[src/rtl/apb_master_pkg.sv]
// Shared types for the APB request master: FSM states, request record, default widths.
// The timeout default exists only when APB_TIMEOUT_EN is defined.
`timescale 1ns/1ps
package apb_master_pkg;

  localparam int unsigned ADDR_W_DEF     = 32;
  localparam int unsigned DATA_W_DEF     = 32;
  localparam int unsigned FIFO_DEPTH_DEF = 4;
`ifdef APB_TIMEOUT_EN
  localparam int unsigned TIMEOUT_CYC_DEF = 64;
`endif

  typedef enum logic [1:0] {
    ST_IDLE   = 2'd0,
    ST_SETUP  = 2'd1,
    ST_ACCESS = 2'd2,
    ST_RESP   = 2'd3
  } apb_state_e;

  typedef struct packed {
    logic                  write;
    logic [ADDR_W_DEF-1:0] addr;
    logic [DATA_W_DEF-1:0] wdata;
  } apb_req_t;

endpackage

[src/rtl/apb_req_fifo.sv]
// Synchronous request FIFO with registered full/empty flags.
// DEPTH must be a power of two (>= 2) so the pointers wrap naturally.
`timescale 1ns/1ps
module apb_req_fifo
  import apb_master_pkg::*;
#(
  parameter int unsigned DEPTH = FIFO_DEPTH_DEF,
  parameter type         T     = apb_req_t
) (
  input  logic clk_i,
  input  logic rst_i,
  input  logic push_i,
  input  T     push_data_i,
  input  logic pop_i,
  output T     pop_data_o,
  output logic full_o,
  output logic empty_o
);

  localparam int unsigned PTR_W = $clog2(DEPTH);
  localparam int unsigned CNT_W = PTR_W + 1;

  T                 mem_q [DEPTH];
  logic [PTR_W-1:0] wr_ptr_q;
  logic [PTR_W-1:0] rd_ptr_q;
  logic [CNT_W-1:0] cnt_q;
  logic [CNT_W-1:0] cnt_d;
  logic             full_q;
  logic             empty_q;
  logic             do_push;
  logic             do_pop;

  assign do_push = push_i & ~full_q;
  assign do_pop  = pop_i & ~empty_q;

  always_comb begin
    cnt_d = cnt_q;
    if (do_push && !do_pop) begin
      cnt_d = cnt_q + CNT_W'(1);
    end else if (!do_push && do_pop) begin
      cnt_d = cnt_q - CNT_W'(1);
    end else begin
      cnt_d = cnt_q;
    end
  end

  // Flags are registered from the next occupancy, so a push is visible one cycle later.
  always_ff @(posedge clk_i or posedge rst_i) begin
    if (rst_i) begin
      wr_ptr_q <= '0;
      rd_ptr_q <= '0;
      cnt_q    <= '0;
      full_q   <= 1'b0;
      empty_q  <= 1'b1;
    end else begin
      if (do_push) begin
        wr_ptr_q <= wr_ptr_q + PTR_W'(1);
      end
      if (do_pop) begin
        rd_ptr_q <= rd_ptr_q + PTR_W'(1);
      end
      cnt_q   <= cnt_d;
      full_q  <= (cnt_d == CNT_W'(DEPTH));
      empty_q <= (cnt_d == CNT_W'(0));
    end
  end

  always_ff @(posedge clk_i) begin
    if (do_push) begin
      mem_q[wr_ptr_q] <= push_data_i;
    end
  end

  assign pop_data_o = mem_q[rd_ptr_q];
  assign full_o     = full_q;
  assign empty_o    = empty_q;

endmodule

[src/rtl/apb_req_master.sv]
// Host request -> APB3 master: buffers requests, runs one SETUP/ACCESS transfer at a time
// and returns a response. Optional ACCESS-phase timeout enabled by defining APB_TIMEOUT_EN.
`timescale 1ns/1ps
module apb_req_master
  import apb_master_pkg::*;
#(
  parameter int unsigned ADDR_W      = ADDR_W_DEF,
  parameter int unsigned DATA_W      = DATA_W_DEF,
`ifdef APB_TIMEOUT_EN
  parameter int unsigned FIFO_DEPTH  = FIFO_DEPTH_DEF,
  parameter int unsigned TIMEOUT_CYC = TIMEOUT_CYC_DEF
`else
  parameter int unsigned FIFO_DEPTH  = FIFO_DEPTH_DEF
`endif
) (
  input  logic              pclk,
  input  logic              preset,
  input  logic              init_done,
  input  logic              req_valid,
  output logic              req_ready,
  input  logic              req_write,
  input  logic [ADDR_W-1:0] req_addr,
  input  logic [DATA_W-1:0] req_wdata,
  output logic              rsp_valid,
  input  logic              rsp_ready,
  output logic              rsp_write,
  output logic [DATA_W-1:0] rsp_rdata,
  output logic              rsp_err,
  output logic              psel,
  output logic              penable,
  output logic              pwrite,
  output logic [ADDR_W-1:0] paddr,
  output logic [DATA_W-1:0] pwdata,
  input  logic [DATA_W-1:0] prdata,
  input  logic              pready
);

  typedef struct packed {
    logic              write;
    logic [ADDR_W-1:0] addr;
    logic [DATA_W-1:0] wdata;
  } req_t;

  req_t              push_data;
  req_t              pop_data;
  logic              fifo_full;
  logic              fifo_empty;
  logic              fifo_pop;

  apb_state_e        state_q;
  logic              psel_q;
  logic              penable_q;
  logic              pwrite_q;
  logic [ADDR_W-1:0] paddr_q;
  logic [DATA_W-1:0] pwdata_q;
  logic              rsp_valid_q;
  logic              rsp_write_q;
  logic [DATA_W-1:0] rsp_rdata_q;
`ifdef APB_TIMEOUT_EN
  localparam int unsigned TO_W = $clog2(TIMEOUT_CYC + 1);
  logic [TO_W-1:0]   to_cnt_q;
  logic              rsp_err_q;
`endif

  assign push_data = '{write: req_write, addr: req_addr, wdata: req_wdata};
  assign req_ready = ~preset & ~fifo_full;

  apb_req_fifo #(
    .DEPTH (FIFO_DEPTH),
    .T     (req_t)
  ) u_fifo (
    .clk_i       (pclk),
    .rst_i       (preset),
    .push_i      (req_valid),
    .push_data_i (push_data),
    .pop_i       (fifo_pop),
    .pop_data_o  (pop_data),
    .full_o      (fifo_full),
    .empty_o     (fifo_empty)
  );

  // A transfer starts from IDLE, or directly out of RESP on the response handshake edge.
  always_comb begin
    fifo_pop = 1'b0;
    if (!fifo_empty && init_done) begin
      case (state_q)
        ST_IDLE: fifo_pop = 1'b1;
        ST_RESP: fifo_pop = rsp_ready;
        default: fifo_pop = 1'b0;
      endcase
    end else begin
      fifo_pop = 1'b0;
    end
  end

  always_ff @(posedge pclk or posedge preset) begin
    if (preset) begin
      state_q     <= ST_IDLE;
      psel_q      <= 1'b0;
      penable_q   <= 1'b0;
      pwrite_q    <= 1'b0;
      paddr_q     <= '0;
      pwdata_q    <= '0;
      rsp_valid_q <= 1'b0;
      rsp_write_q <= 1'b0;
      rsp_rdata_q <= '0;
`ifdef APB_TIMEOUT_EN
      to_cnt_q    <= '0;
      rsp_err_q   <= 1'b0;
`endif
    end else begin
      case (state_q)
        ST_IDLE: begin
          state_q <= ST_IDLE;
        end
        ST_SETUP: begin
          state_q   <= ST_ACCESS;
          penable_q <= 1'b1;
        end
        ST_ACCESS: begin
          if (pready) begin
            state_q     <= ST_RESP;
            psel_q      <= 1'b0;
            penable_q   <= 1'b0;
            rsp_valid_q <= 1'b1;
            rsp_write_q <= pwrite_q;
            rsp_rdata_q <= pwrite_q ? '0 : prdata;
`ifdef APB_TIMEOUT_EN
          end else if (to_cnt_q == TO_W'(TIMEOUT_CYC - 1)) begin
            state_q     <= ST_RESP;
            psel_q      <= 1'b0;
            penable_q   <= 1'b0;
            rsp_valid_q <= 1'b1;
            rsp_write_q <= pwrite_q;
            rsp_rdata_q <= '0;
            rsp_err_q   <= 1'b1;
          end else begin
            to_cnt_q <= to_cnt_q + TO_W'(1);
`else
          end else begin
            state_q <= ST_ACCESS;
`endif
          end
        end
        ST_RESP: begin
          if (rsp_ready) begin
            state_q     <= ST_IDLE;
            rsp_valid_q <= 1'b0;
`ifdef APB_TIMEOUT_EN
            rsp_err_q   <= 1'b0;
`endif
          end else begin
            state_q <= ST_RESP;
          end
        end
        default: begin
          state_q <= ST_IDLE;
        end
      endcase
      // Popping overrides the IDLE/RESP decisions above with a fresh SETUP.
      if (fifo_pop) begin
        state_q   <= ST_SETUP;
        psel_q    <= 1'b1;
        penable_q <= 1'b0;
        pwrite_q  <= pop_data.write;
        paddr_q   <= pop_data.addr;
        pwdata_q  <= pop_data.wdata;
`ifdef APB_TIMEOUT_EN
        to_cnt_q  <= '0;
`endif
      end
    end
  end

  assign psel      = psel_q;
  assign penable   = penable_q;
  assign pwrite    = pwrite_q;
  assign paddr     = paddr_q;
  assign pwdata    = pwdata_q;
  assign rsp_valid = rsp_valid_q;
  assign rsp_write = rsp_write_q;
  assign rsp_rdata = rsp_rdata_q;
`ifdef APB_TIMEOUT_EN
  assign rsp_err   = rsp_err_q;
`else
  assign rsp_err   = 1'b0;
`endif

endmodule

[config.mk]
export PLATFORM = sky130hd
export DESIGN_NAME = apb_req_master
export DESIGN_NICKNAME = d
export VERILOG_FILES = /design/src/rtl/apb_master_pkg.sv /design/src/rtl/apb_req_fifo.sv /design/src/rtl/apb_req_master.sv
export SDC_FILE = /design/constraint.sdc
export NUM_CORES = 1
export LEC_CHECK = 0
export CAP_MARGIN = 10
export CORE_MARGIN = 2
export CORE_UTILIZATION = 35
export CTS_BUF_LIST = sky130_fd_sc_hd__clkbuf_4
export CTS_CLUSTER_SIZE = 16
export DETAILED_ROUTE_END_ITERATION = 12
export SETUP_SLACK_MARGIN = 0.5
export SLEW_MARGIN = 10
export SYNTH_ARGS = -nofsm -noshare
export SYNTH_HDL_FRONTEND = slang
export SYNTH_SLANG_ARGS = --single-unit
[constraint.sdc]
create_clock -name pclk -period 3.3 [get_ports pclk]
set_input_delay 0.33 -clock pclk [delete_from_list [all_inputs] [get_ports pclk]]
set_output_delay 0.33 -clock pclk [all_outputs]
set_load 0.005 [all_outputs]
Word level (Yosys, flattened, before mapping)

Memory sizes are Yosys's and may differ from the RTL's. A register that Yosys moved wholly into a read port is not among the register bits.
Cells that the tools add are included.

Bitwise logic cells: 6
Equal/unequal tests: 7
Add/sub/neg operators: 4
Mux-type cells: 19
Reductions and logical operators: 16

Operator list:

| kind                                                                     | count |
|---|---|
| 32-bit two-way mux                                                       | 1 |
| 1-bit two-way mux                                                        | 10 |
| 2-bit case mux with 4 select lines                                       | 1 |
| 3-bit two-way mux                                                        | 2 |
| 1-bit case mux with 2 select lines                                       | 3 |
| 2-bit AND reduction                                                      | 3 |
| 2-bit nonzero test                                                       | 3 |
| 2-bit by 1-bit adder with 2-bit output (second input constant)           | 2 |
| 2-bit equality test (second input constant)                              | 2 |
| 2-bit two-way mux                                                        | 2 |
| 2-bit inequality test (second input constant)                            | 2 |
| 3-bit by 1-bit adder with 3-bit output (second input constant)           | 1 |
| 1-bit AND                                                                | 3 |
| 3-bit equality test (second input constant)                              | 1 |
| 1-bit logical AND                                                        | 3 |
| 1-bit zero test                                                          | 3 |
| 3-bit zero test                                                          | 1 |
| 3-bit by 2-bit inequality test with 1-bit output (second input constant) | 1 |
| 1-bit NOT                                                                | 3 |
| 3-bit AND reduction                                                      | 1 |
| 3-bit nonzero test                                                       | 1 |
| 3-bit by 1-bit subtractor with 3-bit output (second input constant)      | 1 |
| 2-bit by 1-bit equality test with 1-bit output (second input constant)   | 1 |
| 2-bit zero test                                                          | 1 |

Word-level logic and storage cells: 64
Input bits: 103
Memories kept: 1
Output and inout bits: 103
Register bits after elaboration: 47
RAM bits: 260

Memories:

| name         | depth | width | rd ports | clocked after Yosys merged registers in | write ports | RTL line           | source |
|---|---|---|---|---|---|---|---|
| u_fifo.mem_q | 4     | 65    | 1        | 1                                       | 1           | apb_req_fifo.sv:23 | `T mem_q [DEPTH];` |

Longest topological paths before layout

Gate-level depths: netlist (run 1).

Depth in word-level cells: 8
Depth in mapped cells: 7
Gate-level depth less buffers: 6

Modules after synthesis

Synthesis (run 1) repeated with hierarchy kept, for this count alone.

Cell total of the unflattened synthesis: 702
Area total of the unflattened synthesis: 14,067.2 µm²

Modules (own cells, without submodules):

| module         | cells an instance | instances | sequential area each (µm²) | area each (µm²) |
|---|---|---|---|---|
| apb_req_fifo   | 394               | 1         | 8,034.0                    | 9,959.6 |
| apb_req_master | 308               | 1         | 2,577.5                    | 4,107.7 |

Least setup slack after synthesis (run 1)

Ideal clock, no wire load.

Kind: register -> register
Start point: register u_fifo.full_q, in the netlist u_fifo.full_o
End point: memory u_fifo.mem_q[0][0] (netlist name), enable pin
Required time: 2.870 ns
Period minus slack after synthesis: 2.612 ns
Setup slack: 0.688 ns
Path buffers: 1
Arrival: 2.182 ns
Cell stages (with the launch flop): 4
Setup time: 0.430 ns
Path through: dfrtp_1 -> nor2b_1 -> buf_2 -> and2_1

Word-level cells in the longest chain between the ends: 4

RTL lines:

| item                                    | RTL line           | source |
|---|---|---|
| from (decl)                             | apb_req_fifo.sv:28 | `logic full_q;` |
| from (signal assigned)                  | apb_req_fifo.sv:63 | `full_q <= (cnt_d == CNT_W'(DEPTH));` |
| 1-bit NOT                               | apb_req_fifo.sv:33 | `assign do_push = push_i & ~full_q;` |
| 1-bit AND                               | apb_req_fifo.sv:33 |  |
| 1-bit two-way mux                       | apb_req_fifo.sv:69 | `if (do_push) begin` |
| 1-bit two-way mux (implied by the code) | apb_req_fifo.sv:70 | `mem_q[wr_ptr_q] <= push_data_i;` |
| to (decl)                               | apb_req_fifo.sv:23 |  |

No other way between the ends.

Final worst setup path (run 1)

Start point: register state_q[1]
End point: register paddr_q[27], in the netlist paddr[27], read port of u_fifo.mem_q

Word-level cells in the longest chain between the ends: 3
Elaborated cells between the ends (all ways): 4
Those cells by class: eq/ne (1); mux (2); reduce/logical (1)

RTL lines:

| item                                                   | RTL line              | source |
|---|---|---|
| from (decl)                                            | apb_req_master.sv:50  | `apb_state_e state_q;` |
| from (signal assigned)                                 | apb_req_master.sv:98  | `state_q <= ST_IDLE;` |
| from (signal assigned)                                 | apb_req_master.sv:114 | `state_q <= ST_IDLE;` |
| from (signal assigned)                                 | apb_req_master.sv:117 | `state_q <= ST_ACCESS;` |
| 2-bit equality test or 2-bit zero test (tied branches) | apb_req_master.sv:86  | `case (state_q)` |
| 1-bit case mux with 2 select lines *                   | apb_req_master.sv:86  |  |
| 1-bit two-way mux *                                    | apb_req_master.sv:85  | `if (!fifo_empty && init_done) begin` |
| to (decl)                                              | apb_req_master.sv:54  | `logic [ADDR_W-1:0] paddr_q;` |

Mark *: on every way between the ends. The rest lies on a longest branch, timed or not.
A chain may end at the register's enable or synchronous reset.

==> results.py, run 1 <==
metrics = {
    "clock_tree": {
        "cts_setup_buffers": 0,
        "post_cts_resized": 0,
        "clock_latency_ns": 0.75,
        "hold_buffers": 0,
        "clk_pin_slew_worst_paths_ns": 0.06,
        "htreeDepth": 3,
        "clk_root_buffer_cell": "clkbuf_4",
        "tritoncts": "yes",
        "cts_sinks": 372,
        "clockBufferDepth": 3,
        "cts_made_buffers": 98,
    },
    "cells_and_area": {
        "multiInputGateArea_um2": 3270,
        "drive_gt1_share_pct": 29.7,
        "seq_area_um2": 10600,
        "syn_to_final_growth_pct": 28.6,
        "fin_area_um2": 18200,
        "nFillCells": 3565,
        "finalNetCount": 1099,
    },
    "synthesis": {
        "yosys_warnings": 0,
        "syn-cell-area_um2": 14100,
        "syn_nets": 816,
        "ys_ff_latch": 372,
        "ys_types": 42,
        "netlist_instances": 703,
        "synth-seq-area-share_pct": 75.1,
        "syn_area_per_cell_um2": 20.1,
    },
    "setup_path": {
        "worstPathRequired_ns": 3.92,
        "cp_data_arrival_time_ns": 3.05,
        "cp-start-kind": "flip-flop",
        "slowest_stage": "or3b_4",
        "r2r_cells": 6,
        "crit_family": "simple AND/OR/NAND/NOR gates",
        "crit_fanout": 68,
        "cp_slowest_stage_delay_ns": 0.44,
        "r2r_slack_ns": 0.87,
        "endpoint_kind": "flip-flop",
        "rr_startpoint": "state_q[1]",
        "timing.rr.end": "paddr[27]",
        "cp.buffers_inverters": 2,
        "crit_chain": "inv_1 -> ha_1 -> or3b_4 -> nor2_4 -> buf_12 -> mux2_2",
        "crit_type": "reg2reg",
    },
    "routing": {
        "drc": 0,
        "drt_iter0_markers": 273,
        "vias_per_cell": 4.60,
        "vias": 7346,
        "routed_wl_um": 29200,
        "first_pass_iters": 4,
        "routedWlPerCell_um": 18.3,
        "ant_nets": 0,
    },
    "placed_design": {
        "place_ws_ns": 0.899,
        "io_buffers": 204,
        "gp_congestion": 0.735,
        "place_area_um2": 16800,
        "dp_hpwl_um": 16500,
    },
    "sta": {
        "hold_violations": 0,
        "relSlewSlack_pct": 50.9,
        "setup_slack_ns": 0.870,
        "finalClockSkew_ns": 0.0428,
        "period_minus_slack_ns": 2.43,
        "tightest_slew_ns": 0.733,
        "rsz0062_at_grt": "no",
        "max_freq_mhz": 411,
        "drv_slew": 0,
        "tns_ns": 0,
        "fin_crit_sh_pct": 73.6,
        "setup_viol": 0,
    },
    "die": {
        "die-area_um2": 42000,
        "die_w_um": 205,
        "initial_core_util_pct": 35.5,
        "core_area_um2": 39800,
        "num_rows": 73,
        "die_height_um": 205,
        "io_pins": 206,
    },
    "grt": {
        "grt_antenna_before_repair": 6,
        "grt_overflow": 0,
        "grt_use_total_pct": 14.3,
        "grt_max_degree": 113,
        "grt_pass1_vias": 8003,
        "grt_pass1_wl_um": 45000,
    },
    "power_and_ir_drop": {
        "power_leakage_nw": 6.59,
        "ir_drop_uv": 407,
        "power.density_nw_per_um2": 899,
    },
    "run_status": {
        "outcome": "complete, no violations",
    },
    "hold_path": {
        "hold_class": "in2async",
    },
    "flow_run": {
        "drv_cap": 0,
    },
}
[cell usage after synthesis (all sizes together)]
cell type | number | area, um^2
nor2 | 8 | 37.5
nand3 | 1 | 5.00
a2bb2oi | 2 | 17.5
o31ai | 1 | 7.51
o211a | 1 | 10.0
o21ai | 35 | 175
and2 | 4 | 25.0
xnor2 | 3 | 26.3
edfxtp | 260 | 7810
or4 | 1 | 7.51
dfstp | 1 | 26.3
conb | 1 | 3.75
a21o | 2 | 15.0
a21oi | 5 | 28.8
buf | 21 | 185
o22ai | 1 | 6.26
nand2b | 33 | 206
nand2 | 37 | 139
o21a | 1 | 7.51
o211ai | 1 | 7.51
nor3 | 2 | 15.0
or3b | 1 | 11.3
a211oi | 3 | 27.5
nor2b | 2 | 12.5
inv | 8 | 30.0
xor2 | 1 | 8.76
clkbuf | 13 | 48.8
mux4 | 65 | 1460
and4 | 1 | 8.76
ha | 10 | 125
dfrtp | 111 | 2780
nor3b | 1 | 12.5
mux2 | 66 | 848
[report_power, final]
| part | internal, mW | switching [mW] |
|---|---|---|
| Combinational | 3.08 | 2.10 |
| Clock | 2.32 | 1.85 |
| Sequential | 6.38 | 0.611 |
| Total | 11.8 | 4.56 |
[worst register-to-register path: cells and delay by family, from the launching register on]
family,cells,cell delay [ns]
simple gates,2,0.58
mux,1,0.53
buf+inv,2,0.47
flops,1,0.41
fa+ha+maj,1,0.31
[placed cells by master, fill, tap and decap left out, types with 3 or more instances in the layout]
cell type / instances
a21oi_1: 4
and2_4: 4
buf_12: 9
buf_4: 4
bufinv_16: 4
clkbuf_4: 144
clkdlybuf4s50_1: 204
clkinv_1: 24
clkinv_2: 7
dfrtp_1: 109
diode_2: 3
edfxtp_1: 260
ha_1: 10
inv_1: 7
mux2_2: 38
mux2_4: 28
mux4_2: 65
nand2_1: 36
nand2b_1: 33
nor2_1: 7
o21ai_0: 35
xnor2_1: 3
[per-layer routing]
layer	vias up	wire [um]	share of wire, %	track usage, %
met2	237	14000	48	22.9
met5	-	52	0.18	0
met1	3659	12300	42	17.7
met3	76	2170	7.4	5.03
met4	8	696	2.4	5.86
li1	3366	-	-	-
[cell type report]
type	instances	area share (%)
clock inverter	38	1.43
timing repair buffer	217	12.4
tap	525	3.61
clock buffer	144	5.95
inverter	8	0.186
multi-input combinational	289	18.0
antenna	3	0.0413
sequential	372	58.4
[through the flow]
| stage | instances | utilization (%) | hold slack, ns | power (mW) |
|---|---|---|---|---|
| floorplan | 703 | - | 0.420 | 10.1 |
| global placement | 1411 | 42.3 | 0.460 | 12.4 |
| detailed placement | 1411 | 42.3 | 0.474 | 12.4 |
| CTS | 1593 | 45.6 | 0.0524 | 16.7 |
| global route | 1595 | 45.7 | 0.0975 | 17.4 |
| finish | 1596 | 45.7 | 0.155 | 16.4 |
[how the worst max path moves through the flow]
stage,from,to,slack [ns],cells past startpoint
floorplan,u_fifo.full_o,u_fifo.mem_q[0][0],0.69,3
global placement,state_q[1],paddr[26],0.94,6
detailed placement,state_q[1],pwdata[20],0.90,6
CTS,state_q[1],pwdata[22],0.88,6
global route,state_q[0],pwdata[17],0.80,6
finish,state_q[1],paddr[27],0.87,6
[state kept, by name (all words and copies together) (netlist names)]
name / flops
pwdata: 32
rsp_rdata: 32
u_fifo.full_o: 1
paddr: 32
penable: 1
u_fifo.mem_q: 260
psel: 1
u_fifo.wr_ptr_q: 2
u_fifo.cnt_q: 3
state_q: 2
u_fifo.empty_o: 1
rsp_write: 1
u_fifo.rd_ptr_q: 2
pwrite: 1
rsp_valid: 1
[cell families after synthesis]
| logic type | Yosys count | synth area share (%) |
|---|---|---|
| AO/OA/AOI/OAI | 52 | 2.14 |
| XOR/XNOR | 4 | 0.248 |
| adder cells (fa/ha/maj) | 10 | 0.885 |
| buffers and inverters | 42 | 1.87 |
| flip-flops | 372 | 75.1 |
| multiplexers | 131 | 16.4 |
| other | 1 | 0.0265 |
| AND/OR/NAND/NOR | 91 | 3.40 |
(Power assumes the default switching activity.)
==> run 2: changes to the inputs <==
- clock period: 3.3 -> 2.1 ns (I/O delays scaled with it)
==> run 2 against run 1 <==
Effect of this change:
- critical path depth is 3 higher
- combinational power is 87% higher
- highest routed layer is now met4
- die area stayed put
- sequential share of layout area is 4.8 points lower
- clock power is 62% higher
- global-route usage is 1.1 points higher
- utilization is 4.1 points higher
- critical endpoint is now pwdata[26]
- clock-buffer cell count is 14 higher
- design area is 8.9% higher
- flip-flop and latch count stayed put
- final cell count is 11% higher
==> results.py, run 2 (same netlist as run 1, synthesis figures left out) <==
metrics = {
    "run_status": {
        "outcome": "complete, no violations",
    },
    "routing": {
        "routedWlPerCell_um": 18.3,
        "drt_iter0_markers": 324,
        "routed_wl_um": 32300,
        "first_pass_iters": 4,
        "vias_per_cell": 4.53,
        "ant_nets": 0,
        "vias": 8008,
        "drc": 0,
    },
    "sta": {
        "max_freq_mhz": 477,
        "drv_slew": 0,
        "setup_viol": 0,
        "fin_crit_sh_pct": 99.8,
        "rsz0062_at_grt": "yes",
        "finalClockSkew_ns": 0.0465,
        "tns_ns": 0,
        "hold_violations": 0,
        "period_minus_slack_ns": 2.10,
    },
    "grt": {
        "grt_max_degree": 54,
        "grt_overflow": 0,
        "grt_use_total_pct": 15.4,
        "grt_antenna_before_repair": 2,
        "grt_pass1_vias": 8819,
        "grt_pass1_wl_um": 48900,
    },
    "placed_design": {
        "io_buffers": 204,
        "dp_hpwl_um": 18000,
        "place_area_um2": 17200,
        "gp_congestion": 0.715,
    },
    "setup_path": {
        "cp_data_arrival_time_ns": 2.73,
        "critPathLaunch": "state_q[0]",
        "cp_slowest_stage_delay_ns": 0.40,
        "r2r_slack_ns": 0.004,
        "cp-start-kind": "flip-flop",
        "crit_fanout": 8,
        "r2r_cells": 9,
        "worstPathRequired_ns": 2.73,
        "rr_startpoint": "state_q[0]",
        "endpoint_kind": "flip-flop",
        "cpMostUsedCell": "buf_12",
        "crit_family": "buffers and inverters",
        "crit_chain": "inv_2 -> ha_4 -> or3b_4 -> nor2_4 -> buf_12 -> buf_12 -> buf_16 -> buf_12 -> mux2_4",
        "crit_type": "reg2reg",
        "slowest_stage": "or3b_4",
        "timing.rr.end": "pwdata[26]",
        "cp.buffers_inverters": 5,
    },
    "die": {
        "core_area_um2": 39800,
        "die_w_um": 205,
        "initial_core_util_pct": 35.5,
        "die-area_um2": 42000,
        "num_rows": 73,
        "io_pins": 206,
        "die_height_um": 205,
    },
    "cells_and_area": {
        "largest_register_ffs": 260,
        "drive_gt1_share_pct": 44.0,
        "largest_register": "u_fifo.mem_q",
        "fin_area_um2": 19800,
        "most-common-layout-cells": "260 x edfxtp_1, 158 x clkbuf_4, 109 x dfrtp_1",
        "nFillCells": 3417,
        "syn_to_final_growth_pct": 40.1,
        "final_common_cell": "edfxtp_1",
        "finalNetCount": 1268,
    },
    "clock_tree": {
        "cts_made_buffers": 98,
        "clock_latency_ns": 0.76,
        "clockBufferDepth": 3,
        "clk_pin_slew_worst_paths_ns": 0.07,
        "tritoncts": "yes",
        "htreeDepth": 3,
        "cts_sinks": 372,
        "clk_root_buffer_cell": "clkbuf_4",
    },
    "flow_run": {
        "drv_cap": 0,
    },
    "hold_path": {
        "hp-start": "req_addr[26]",
        "hold_class": "in2reg",
        "whs_path_depth": 1,
        "hold_path_end": "u_fifo.mem_q[2][58]",
    },
    "power_and_ir_drop": {
        "power_leakage_nw": 7.67,
        "p_total_mw": 27.4,
        "ir_drop_uv": 624,
        "power.density_nw_per_um2": 1380,
    },
}
[run 2: metal layers]
| metal | share of wire [%] | wire, um | vias up | global-route usage (%) |
|---|---|---|---|---|
| met2 | 49 | 15900 | 230 | 25.6 |
| met4 | 2.4 | 761 | 0 | 6.45 |
| met3 | 6.0 | 1930 | 58 | 4.53 |
| met5 | 0 | 0 | - | 0 |
| met1 | 43 | 13700 | 3992 | 18.9 |
| li1 | - | - | 3728 | - |
[run 2: worst max path at each step]
stage	slack, ns	endpoint	cells past startpoint
floorplan	0.18	paddr[22]	6
global placement	0.01	paddr[26]	5
detailed placement	-0.02	pwdata[23]	6
CTS	-0.03	paddr[2]	8
global route	-0.07	pwdata[26]	9
finish	0.004	pwdata[26]	9
[run 2: worst reg2reg max path: stages (launching register included)]
cell     delay [ns]
dfrtp_1        0.39
inv_2          0.09
ha_4           0.20
or3b_4         0.40
nor2_4         0.11
buf_12         0.12
buf_12         0.10
buf_16         0.11
buf_12         0.14
mux2_4         0.30
[run 2: cell type report]
type | instances | area [um^2] | share of cell area (%)
flip-flops and latches | 372 | 10600 | 53.6
repair buffers | 384 | 3610 | 18.3
multi-input cells | 291 | 3490 | 17.6
clock buffers | 158 | 1190 | 5.99
well taps | 525 | 657 | 3.32
clock inverters | 27 | 199 | 1.00
inverters | 8 | 33.8 | 0.171
diodes | 2 | 5.00 | 0.0253
[run 2: repair_timing]
action | 4_1_cts | 5_1_grt
pin swaps | 6 | 13
buffers inserted | 44 | 27
resized for setup | 435 | 36
gates cloned | 4 | 6
endpoints found under the setup margin | 200 | 182
hold buffers | 69 | 0
hold endpoints to repair | 162 | 0
[run 2: power by group]
group | switching (mW) | internal [mW] | total, mW
clock network | 2.95 | 3.78 | 6.74
logic | 3.94 | 5.76 | 9.70
registers | 0.952 | 10.0 | 11.0
total | 7.85 | 19.6 | 27.4
[run 2: stage by stage]
step | std cells | setup slack (ns) | utilization, % | hold WS [ns]
global placement | 1430 | 0.0149 | 43.1 | 0.462
detailed placement | 1430 | -0.0246 | 43.1 | 0.471
global route | 1767 | -0.0673 | 49.7 | 0.0190
floorplan | 703 | 0.179 | - | 0.300
CTS | 1732 | -0.0261 | 48.4 | 0.0000495
finish | 1767 | 0.00437 | 49.7 | 0.106
==> run 3: changes to the inputs <==
- CAP_MARGIN: 10 -> not set
==> results of run 3 <==
The final DEF is identical to that of run 2; final timing and power are the same.
